===== src/rtl/uart_tx_fifo.sv =====
// Byte-wide UART transmitter (8N1) fed by a small power-of-two FIFO.
// The divider is latched per frame, and frames run back-to-back while bytes are queued.
module uart_tx_fifo #(
  parameter int DEPTH   = 4,
  parameter int DIV_MIN = 4
) (
  input  logic        clk,
  input  logic        reset,
  input  logic [15:0] div_cfg,
  input  logic        wr_en,
  input  logic [7:0]  wr_data,
  output logic        wr_ready,
  output logic        ser_tx,
  output logic        busy,
  output logic [4:0]  level,
  output logic        overflow
);
  localparam int AW = (DEPTH > 1) ? $clog2(DEPTH) : 1;

  localparam logic [1:0] IDLE  = 2'd0;
  localparam logic [1:0] START = 2'd1;
  localparam logic [1:0] DATA  = 2'd2;
  localparam logic [1:0] STOP  = 2'd3;

  logic [7:0]    mem [DEPTH];
  logic [AW-1:0] wr_ptr, rd_ptr;
  logic [4:0]    count;
  logic [1:0]    state;
  logic [15:0]   div_lat, div_cnt, div_eff;
  logic [2:0]    bit_cnt;
  logic [7:0]    shreg;
  logic          push, pop, bit_end;

  assign wr_ready = (count < 5'(DEPTH));
  assign level    = count;
  assign busy     = (state != IDLE) || (count != 5'd0);
  assign div_eff  = (div_cfg < 16'(DIV_MIN)) ? 16'(DIV_MIN) : div_cfg;
  assign bit_end  = (div_cnt == div_lat - 16'd1);
  assign push     = wr_en && wr_ready;
  // A new frame starts from IDLE or straight out of the final STOP cycle.
  assign pop      = (count != 5'd0) &&
                    ((state == IDLE) || (state == STOP && bit_end));

  always_ff @(posedge clk) begin
    if (push) mem[wr_ptr] <= wr_data;
  end

  always_ff @(posedge clk or posedge reset) begin
    if (reset) begin
      wr_ptr   <= '0;
      rd_ptr   <= '0;
      count    <= '0;
      overflow <= 1'b0;
    end else begin
      if (push) wr_ptr <= wr_ptr + 1'b1;
      if (pop)  rd_ptr <= rd_ptr + 1'b1;
      case ({push, pop})
        2'b10:   count <= count + 5'd1;
        2'b01:   count <= count - 5'd1;
        default: count <= count;
      endcase
      if (wr_en && !wr_ready) overflow <= 1'b1;
    end
  end

  always_ff @(posedge clk or posedge reset) begin
    if (reset) begin
      state   <= IDLE;
      div_lat <= '0;
      div_cnt <= '0;
      bit_cnt <= '0;
      shreg   <= '0;
      ser_tx  <= 1'b1;
    end else begin
      // Line is driven from the registered state, so it trails the FSM by one cycle.
      case (state)
        START:   ser_tx <= 1'b0;
        DATA:    ser_tx <= shreg[0];
        default: ser_tx <= 1'b1;
      endcase

      if (pop) begin
        shreg   <= mem[rd_ptr];
        div_lat <= div_eff;
      end

      case (state)
        IDLE: begin
          if (pop) begin
            state   <= START;
            div_cnt <= '0;
          end
        end
        START: begin
          if (bit_end) begin
            state   <= DATA;
            div_cnt <= '0;
            bit_cnt <= '0;
          end else begin
            div_cnt <= div_cnt + 16'd1;
          end
        end
        DATA: begin
          if (bit_end) begin
            div_cnt <= '0;
            shreg   <= shreg >> 1;
            if (bit_cnt == 3'd7) state <= STOP;
            else bit_cnt <= bit_cnt + 3'd1;
          end else begin
            div_cnt <= div_cnt + 16'd1;
          end
        end
        default: begin
          if (bit_end) begin
            div_cnt <= '0;
            state   <= pop ? START : IDLE;
          end else begin
            div_cnt <= div_cnt + 16'd1;
          end
        end
      endcase
    end
  end
endmodule


===== config.mk =====
export PLATFORM = sky130hd
export DESIGN_NAME = uart_tx_fifo
export DESIGN_NICKNAME = d
export VERILOG_FILES = /design/src/rtl/uart_tx_fifo.sv
export SDC_FILE = /design/constraint.sdc
export NUM_CORES = 1
export LEC_CHECK = 0
export BUFFER_PORTS_ARGS = -buffer_cell sky130_fd_sc_hd__buf_2
export CORE_MARGIN = 2
export CORE_UTILIZATION = 39
export CTS_CLUSTER_DIAMETER = 80
export DETAILED_ROUTE_END_ITERATION = 8
export GPL_TIMING_DRIVEN = 0
export PLACE_DENSITY_LB_ADDON = 0.2
export SETUP_SLACK_MARGIN = 0.5
export SKIP_CTS_REPAIR_TIMING = 1
export SYNTH_ARGS = -nofsm -noshare
export SYNTH_HDL_FRONTEND = slang
export SYNTH_SLANG_ARGS = --single-unit

===== constraint.sdc =====
create_clock -name clk -period 4.6 [get_ports clk]
set_clock_uncertainty 0.2 [all_clocks]
set_input_delay 0.46 -clock clk [delete_from_list [all_inputs] [get_ports clk]]
set_output_delay 0.46 -clock clk [all_outputs]
set_load 0.01 [all_outputs]

# == After elaboration in Yosys (flattened, before gate mapping) ==
# Memories as Yosys holds them, arrays and structs flattened.
# Cells that the tools add are included.
# totals
n_memories,1
register_bits,56
inputBits,27
ram_bits,32
output_inout_bits,9
elab_cells,69
# memory_table
name,depth,width,read_ports,rd_ports_with_merged_regs,wr,line_no,rtl
mem,4,8,1,0,1,25,logic [7:0] mem [DEPTH];
# classes
n_mux,22
magnitude_cmp,2
n_reduce_logical,15
addsub,7
n_eq_ne,12
# op_table
operator,n
$mux 16,4
$mux 8,3
$add 16x1->16 const B,1
$eq 16x16->1,1
$lt 16x3->1 const B,1
$sub 16x1->16 const B,1
$mux 2,5
$ne 2x2->1 const B,5
$pmux 5 s2,1
$mux 3,3
$reduce_bool 2->1,4
$eq 2x2->1 const B,3
$pmux 2 s3,1
$pmux 3 s2,1
$add 5x1->5 const B,1
$lt 5x3->1 const B,1
$reduce_and 5->1,1
$reduce_bool 5->1,1
$sub 5x1->5 const B,1
$add 2x1->2 const B,2
$eq 2x1->1 const B,2
$logic_and 1x1->1,4
$reduce_and 4->1,1
$add 3x1->3 const B,1
other kinds (6),9

# == Longest topological paths before layout ==
# Gate-level depths: netlist of run 1.
# depth
depth_word,8
depth_mapped,19
mapped_depth_nobuf,18

# == Least setup slack after synthesis of run 1 ==
# OpenSTA, ideal clock, no wires.
# synth_path
kind,flip-flop to flip-flop
startpoint,register div_lat[0]
endpoint,"register count[4], in the netlist level[4]"
n_path_buf,1
setup_slack_ps,642
arrival_time_ps,3632
setup_time_ps,126
required_ps,4274
period_less_slack_ps,3958
stages_incl_launch_ff,20
path_cell_list,dfrtp_1 -> inv_1 -> ha_1 -> or3b_2 -> or3_1 -> a31oi_2 -> a21oi_2 -> nor4_1 -> a21oi_1 -> inv_1 -> buf_2 -> ha_1 -> xor2_1 -> ha_1 -> o21ai_0 -> a21oi_1 -> a21oi_1 -> xor2_1 -> nor2_1 -> xor2_1
# synth_between
elab_chain_cells,7
word_cells_on_any_way,9
cone_classes,1 x add/sub; 3 x eq/ne; 1 x mux; 4 x reduce/logical
# synth_lines
item,line_no,rtl
from (decl),29,"logic [15:0] div_lat, div_cnt, div_eff;"
from (signal assigned),84,div_lat <= div_eff;
$sub 16x1->16 (*),38,assign bit_end = (div_cnt == div_lat - 16'd1);
$eq 16x16->1 (*),38,
$logic_and 1x1->1 (*),42,((state == IDLE) || (state == STOP && bit_end));
$logic_or 1x1->1 (*),42,
$logic_and 1x1->1 (*),41,assign pop = (count != 5'd0) &&
via pop,32,"logic push, pop, bit_end;"
$eq 2x1->1 / $eq 2x2->1 (equally long branches),57,"case ({push, pop})"
$pmux 5 s2 / $reduce_bool 2->1 (equally long branches),-,
to (signal assigned),58,2'b10: count <= count + 5'd1;
to (signal assigned),59,2'b01: count <= count - 5'd1;
to (signal assigned),60,default: count <= count;
to (decl),27,logic [4:0] count;
# Mark *: on every way through the listed nets, which the timed path passes. The rest lies on a longest branch.
# A chain may end at the register's enable or synchronous reset.

# == Final worst setup path of run 1 ==
# layout_path
startpoint,register div_lat[6]
endpoint,"register count[4], in the netlist level[4]"
# The elaborated chain is that of the path after synthesis.

==> results of run 1 <==
registers in the layout, summed over array words and instances, names as in the netlist:
signal,count
state,2
ser_tx,1
wr_ptr,2
overflow,1
mem,32
div_cnt,16
level,5
div_lat,16
bit_cnt,3
rd_ptr,2
shreg,8
final cells by class:
| type | count | area [um2] | area share |
|---|---|---|---|
| sequential | 88 | 2370 | 0.428 |
| clock buffer | 9 | 225 | 0.0407 |
| timing repair buffer | 47 | 278 | 0.0502 |
| inverter | 15 | 56.3 | 0.0102 |
| multi-input combinational | 311 | 2250 | 0.406 |
| buffer | 19 | 104 | 0.0188 |
| clock inverter | 7 | 75.1 | 0.0136 |
| tap | 143 | 179 | 0.0323 |
per-layer routing:
| layer | global-route usage | vias up | share of wire |
|---|---|---|---|
| met5 | 0 | - | 0 |
| met4 | 0.0537 | 0 | 0.015 |
| met3 | 0.0337 | 15 | 0.034 |
| met2 | 0.266 | 60 | 0.47 |
| met1 | 0.222 | 1687 | 0.48 |
| li1 | - | 1684 | - |
cells by family (layout without fill, tap and decap cells):
logic type	count (synthesis)	count (layout)	synth area share
AO/OA/AOI/OAI	77	77	0.117
XOR/XNOR	34	34	0.0641
adder cells (fa/ha/maj)	16	16	0.0431
buffers and inverters	34	97	0.0320
flip-flops	88	88	0.509
multiplexers	14	14	0.0530
AND/OR/NAND/NOR	170	170	0.183
report_power, final:
part           internal (mW)  switching (mW)
clock network          0.385           0.347
registers              0.913          0.0910
logic                  0.188           0.229
metrics by stage:
step	area, um2	setup WS (ps)	hold WS (ps)	std cells	util
floorplan	4650	642	251	433	-
global placement	5000	152	234	611	0.434
detailed placement	5020	48.2	246	612	0.436
global route	5530	488	7.12	639	0.481
finish	5530	747	-36.4	639	0.481
CTS	5320	18.2	-18.6	628	0.462
layout by cell type (no fill, tap or decap), types with 9 or more instances in the layout:
cell       synthesis  routed
nand2_1           70      70
dfrtp_1           55      51
buf_2              5      39
edfxtp_1          32      32
nor2_1            22      22
xnor2_1           20      20
a31oi_1           18      18
and3_1            16      16
a21oi_1           17      16
xor2_1            14      14
ha_1              16      13
buf_4              0      12
nand3_1           12      12
nand2b_1          10      10
o21ai_0           12      10
inv_1             14      10
clkbuf_16          0       9
critical path, cell delays in order (launching register included):
cell	delay (ps)
dfrtp_2	450
or4_4	580
o211a_4	290
a2111oi_4	260
nand4_1	150
nor4_2	260
a21oi_2	130
inv_2	80
buf_6	120
ha_4	150
xor2_1	150
ha_2	210
o21ai_1	60
a21oi_1	140
a21oi_1	90
xor2_1	140
nor2_1	140
xor2_1	160
path summary, 6_finish.rpt:
| path | start | endpoint | slack [ps] | cells after the start |
|---|---|---|---|---|
| min in group clk | wr_data[3] | mem[2][3] | 120 | 1 |
| hold reg to reg | overflow | overflow | 270 | 1 |
| setup / recovery | div_lat[6] | level[4] | 750 | 17 |
| setup reg to reg | div_lat[6] | level[4] | 750 | 17 |
| hold / removal | reset | level[4] | -40 | 2 |
| max in group asynchronous | reset | ser_tx | 3590 | 3 |
==> run metrics, run 1 <==
status finished, violations left; failing checks design-rule violations, negative hold slack; Post-synth top cells 70 x nand2_1, 55 x dfrtp_1, 32 x edfxtp_1; routability congestion estimate 0.798; Final period util 0.838; Yosys top cell area share 0.296; TritonCTS Buffers 9; Max Freq 0.260 GHz; Post-Route WL 9920 um; startpoint types flip-flop; Max Root-Sink Buffers 2; # rows 39; synth warn 0; number of diodes 0; synthesized area per cell 10.7 um2; VDD IR max 0.251 mV; vias in the first global route 3,366; number of fill cells in the layout 1,054; Final Hold Viols 23; Die Y-Extent 113 um; # port buffers 35; Vias 3,446; drc violations 1; HP Class input port to async pin; drt first pass iters 6; Crit. End Element flip-flop; Post-synth EDFFs 32; DRT iter0 DRCs 202; CTS tree done; Post-Syn Area 4650 um2; initial antenna violation count 0; fin. max-slew vios 0; first-pass GRT wire length 16,700 um; Worst-Skew Late Latency 340 ps; root buf cell clkbuf_16; post-route setup TNS 0 ps; Worst Tran Pin Value 783 ps; RSZ-0062 raised after global routing no; Slew HR 0.478; Synth async-reset ratio 0.636; CP arrival 3920 ps; final hold slack -36.4 ps; fin crit period 3850 ps; area grow syn2layout 19.1%; die area 12,800 um2; DP HPWL 7100 um; synthesized flop and latch total 88; area of the core 11,500 um2; Ports 36; leak pwr 2.33 nW; clock sink count 88; Initial Util 0.404; Power, Total 2.15 mW; main flop type after synthesis dfrtp_1; H-tree depth 3; dominant cell by count in the synthesized netlist nand2_1; layout cells sized above 1 0.244; DR WL/cell 15.5 um; DIE WIDTH 113 um; largest net degree at the start of global routing 34; Final #Nets 534; Reg clk slew, reported paths 70 ps; grt total ovfl 0; Final setup viols 0; Setup CP Type flip-flop to flip-flop; post-synth top area cell dfrtp_1; top post-synthesis cells by area dfrtp_1 30%, edfxtp_1 21%, nand2_1 5.7%; register area share after synthesis 0.509; PD cells 389 nW/um2; syn_nets 476; post-synth cell types 58; DR vias/cell 5.39; Post-Syn Instances 433; Max Cap Viol 0; Final ANT Viol Nets 0; largest fanout on the critical path 5; WP data required 4670 ps; gr usage total 0.164
No activity file was read; power rests on OpenSTA's default activity.
==> inputs of run 2 (changes only) <==
==> constraint.sdc (replaced) <==
create_clock -name clk -period 3.8 [get_ports clk]
set_clock_uncertainty 0.2 [all_clocks]
set_input_delay 0.38 -clock clk [delete_from_list [all_inputs] [get_ports clk]]
set_output_delay 0.38 -clock clk [all_outputs]
set_load 0.01 [all_outputs]
==> run metrics, run 2 (synthesis results as in run 1) <==
status finished, violations left; failing checks design-rule violations, negative setup slack; critical-path cell with the highest stage delay dfrtp_2; Worst Tran Pin Value 802 ps; gr usage total 0.162; DR vias/cell 5.28; Crit. End Element flip-flop; layout cells sized above 1 0.263; first-pass GRT wire length 16,500 um; PD cells 466 nW/um2; Largest regs mem: 32 flops, div_cnt: 16 flops, div_lat: 16 flops; M1 WL 4620 um; RSZ-0062 raised after global routing yes; Reg clk slew, reported paths 70 ps; CP max stage delay 410 ps; Vias 3,427; routability congestion estimate 0.829; area grow syn2layout 21.4%; DR WL/cell 15.5 um; Max Root-Sink Buffers 2; clock sink count 88; Final period util 1.03; WP data required 3830 ps; TritonCTS Buffers 9; CTS tree done; fin. max-slew vios 0; Worst-Skew Late Latency 340 ps; CP arrival 3950 ps; number of diodes 0; commonest non-fill, non-tap cell in the layout nand2_1; Initial Util 0.404; Post-Route WL 10,100 um; DIE WIDTH 113 um; leak pwr 2.40 nW; DR WL met3 347 um; Final Hold Viols 0; Max Freq 0.255 GHz; VDD IR max 0.322 mV; startpoint types flip-flop; Slew HR 0.465; # rows 39; Max Used Layer met4; met2 routed wirelength 4960 um; grt total ovfl 0; DRT iter0 DRCs 151; # port buffers 35; Setup WS post-layout -121 ps; Max Cap Viol 0; Ports 36; max FFs per register 32; Die Y-Extent 113 um; DP HPWL 6990 um; HP Class input port to flip-flop; area of the core 11,500 um2; root buf cell clkbuf_16; cell count after placement 612; fin crit period 3920 ps; drt first pass iters 6; final hold slack 47.7 ps; Post-Layout Cell Count 649; Final setup viols 1; die area 12,800 um2; Final ANT Viol Nets 0; most frequent cells in the layout 70 x nand2_1, 50 x dfrtp_1, 39 x buf_2; H-tree depth 3; Final #Nets 544; Setup CP Type flip-flop to flip-flop; largest fanout on the critical path 10; vias in the first global route 3,379; Largest Register mem; drc violations 2; largest net degree at the start of global routing 41; initial antenna violation count 0; CP Cell Sequence buf_4, nor4_4, buf_4, a21oi_1, a211o_1, a21oi_2, nor4_2, a21oi_2, inv_1, buf_6, ha_4, xor2_1, ha_2, o21ai_1, a21oi_1, a21oi_1, xor2_1, nor2_1, xor2_1
## run 2: cell count changes in the layout (fill, tap and decap cells not counted), sizes merged
cell,previous run,this run
inv,19,18
bufinv,0,1
buf,57,66
dlygate4sd3,0,1
## run 2: path summary, 6_finish.rpt
path,endpoint,from,slack [ps],cells after the start
setup / recovery,level[4],div_lat[4],-120,19
hold / removal,div_lat[12],div_cfg[12],50,3
setup reg to reg,level[4],div_lat[4],-120,19
hold reg to reg,overflow,overflow,260,1
max in group asynchronous,div_lat[6],reset,2450,4
min in group asynchronous,overflow,reset,370,3
## run 2: power breakdown
group	total [mW]	internal (mW)	leakage [nW]	switching [mW]
clock	0.902	0.517	0.147	0.385
sequential	1.21	1.11	0.969	0.105
combinational	0.514	0.234	1.28	0.280
## run 2: worst max-delay path: cells and delay by family (launching register included)
family / cells / cell delay, ps
compound gates: 7 / 1260
buf+inv: 4 / 610
xor+xnor: 3 / 480
simple gates: 3 / 460
flops: 1 / 410
fa+ha+maj: 2 / 380
## run 2: metrics by stage
stage	utilization	cell area (um2)	worst slack, ps	power, mW	TNS, ps
final	0.490	5640	-121	2.63	-121
after CTS	0.465	5350	-461	2.63	-789
after global routing	0.490	5640	-366	2.77	-382
after global placement	0.437	5030	-461	1.69	-872
after floorplan	-	4670	82.9	1.56	0
after detailed placement	0.438	5050	-438	1.71	-688
## run 2: per-layer routing
layer,track usage,vias up
met2,0.270,61
met3,0.0375,10
met5,0,-
met4,0.0642,0
met1,0.204,1661
li1,-,1695
## run 2: final cells by class
| cell class | count | area [um2] |
|---|---|---|
| plain buffers | 19 | 105 |
| clock buffers | 9 | 225 |
| clock inverters | 7 | 77.6 |
| fillers | 1068 | 5870 |
| inverters | 15 | 56.3 |
| multi-input cells | 311 | 2270 |
| flip-flops and latches | 88 | 2370 |
| well taps | 143 | 179 |
| repair buffers | 57 | 355 |
==> inputs of run 3 (changes only) <==
--- a/config.mk
+++ b/config.mk
@@ -5,6 +5,7 @@
 export SDC_FILE = /design/constraint.sdc
 export NUM_CORES = 1
 export LEC_CHECK = 0
+export ABC_AREA = 1
 export BUFFER_PORTS_ARGS = -buffer_cell sky130_fd_sc_hd__buf_2
 export CORE_MARGIN = 2
 export CORE_UTILIZATION = 39
==> run metrics, run 3 <==
Synth async-reset ratio 0.636; routability congestion estimate 0.922; syn_nets 656; synth warn 0; top cell family by delay on the critical path simple AND/OR/NAND/NOR gates; vias in the first global route 4,014; startpoint types flip-flop; Post-Syn Instances 613; status complete, no violations; Final setup viols 0; Max Root-Sink Buffers 2; Largest regs mem: 32 flops, div_cnt: 16 flops, div_lat: 16 flops; final hold slack 45.2 ps; Post-Layout Cell Count 853; Max Cap Viol 0; DR vias/cell 4.92; Largest Register mem; CP Cell Sequence inv_2, ha_4, nand2_4, nor2_4, nand2_2, nand2_2, nand3_2, nand2_2, nor2_2, nand3_2, nor2_4, nor2_4, nor2_8, buf_8, ha_4, xor2_2, ha_2, nor2_2, o21ai_1, a21oi_1, inv_1, a21oi_2, o21ai_2, xnor2_1; VDD IR max 0.518 mV; largest fanout on the critical path 7; HP Class input port to flip-flop; drt first pass iters 4; DR WL met3 389 um; # rows 41; largest net degree at the start of global routing 33; Final period util 0.906; DP HPWL 8770 um; DR WL/cell 13.8 um; commonest non-fill, non-tap cell in the layout nand2_1; area of the core 12,700 um2; Vias 4,194; Crit. End Element flip-flop; grt total ovfl 0; Ports 36; Post-Route WL 11,800 um; cell count after placement 821; fin crit period 3440 ps; Setup WS pre-CTS -21.9 ps; # port buffers 35; Setup WS post-layout 357 ps; area grow syn2layout 20.2%; Yosys top cell area share 0.271; Post-Syn Area 5070 um2; CP bufs+invs 3; register area share after synthesis 0.466; Die Y-Extent 118 um; number of fill cells in the layout 1,227; Final #Nets 719; Reg clk slew, reported paths 70 ps; M1 WL 5720 um; Post-synth top cells 190 x nand2_1, 70 x inv_1, 55 x dfrtp_1; first-pass GRT wire length 19,800 um; Final ANT Viol Nets 0; PD cells 802 nW/um2; Max Used Layer met4; Slew HR 0.486; CP max stage delay 420 ps; met2 routed wirelength 5590 um; H-tree depth 3; WP data required 3830 ps; die area 13,900 um2; DRT iter0 DRCs 283; synthesized area per cell 8.27 um2; CP arrival 3470 ps; Initial Util 0.400; main flop type after synthesis dfrtp_1; root buf cell clkbuf_16; clock sink count 88; leak pwr 2.79 nW; Max Freq 0.290 GHz; number of diodes 0; gr usage total 0.176; TritonCTS Buffers 9; Post-synth EDFFs 32; top post-synthesis cells by area dfrtp_1 27%, edfxtp_1 19%, nand2_1 14%; most frequent cells in the layout 179 x nand2_1, 66 x inv_1, 50 x dfrtp_1; Final Hold Viols 0; DIE WIDTH 118 um; synthesized flop and latch total 88; initial antenna violation count 0; critical-path cell with the highest stage delay dfrtp_1; fin. max-slew vios 0; RSZ-0062 raised after global routing yes; Worst Tran Pin Value 768 ps; post-synth top area cell dfrtp_1; drc violations 0; Worst-Skew Late Latency 340 ps; Setup CP Type flip-flop to flip-flop; max FFs per register 32; layout cells sized above 1 0.210; CTS tree done; dominant cell by count in the synthesized netlist nand2_1; post-synth cell types 40
==> run 3: metrics by stage <==
stage                     utilization  total power, mW  cell area, um2  TNS [ps]
after floorplan                     -             3.14            5100         0
after global placement          0.433             3.63            5490         0
after detailed placement        0.435             3.69            5510     -21.9
after CTS                       0.459             4.58            5810     -47.6
after global routing            0.481             5.34            6100         0
final                           0.481             4.89            6100         0
==> run 3: cell type report <==
cell class              count  area [um2]  area share
repair buffers             52         334      0.0548
flip-flops and latches     88        2370       0.389
inverters                  72         270      0.0443
clock buffers               9         225      0.0369
well taps                 172         215      0.0353
multi-input cells         441        2530       0.414
plain buffers              12        81.3      0.0133
clock inverters             7        75.1      0.0123
==> run 3: per-layer routing <==
layer | track usage | vias up
li1 | - | 2119
met1 | 0.244 | 1999
met2 | 0.287 | 69
met3 | 0.0325 | 7
met4 | 0.0407 | 0
met5 | 0 | -
==> run 3: logic make-up (layout without fill, tap and decap cells) <==
logic type	after synthesis	after routing	synth area share
AO/OA/AOI/OAI	63	63	0.0772
XOR/XNOR	29	29	0.0501
buffers and inverters	84	152	0.0686
flip-flops	88	88	0.466
AND/OR/NAND/NOR	333	333	0.299
adder cells (fa/ha/maj)	16	16	0.0395
==> run 3: path summary, 6_finish.rpt <==
kind                                  end  slack, ps  depth (start not counted)        from
worst min-delay path            mem[3][3]         50                          1  wr_data[3]
min in group asynchronous       wr_ptr[1]        440                          3       reset
max in group asynchronous          ser_tx       2320                          4       reset
worst max-delay path             level[4]        360                         24  div_lat[1]
worst max register to register   level[4]        360                         24  div_lat[1]
worst min register to register   overflow        260                          1    overflow
==> run 3: power by group <==
| group | internal [mW] | switching (mW) | leakage [nW] |
|---|---|---|---|
| registers | 1.23 | 0.238 | 0.980 |
| clock network | 0.465 | 0.424 | 0.144 |
| logic | 0.999 | 1.54 | 1.66 |
| total | 2.70 | 2.20 | 2.79 |
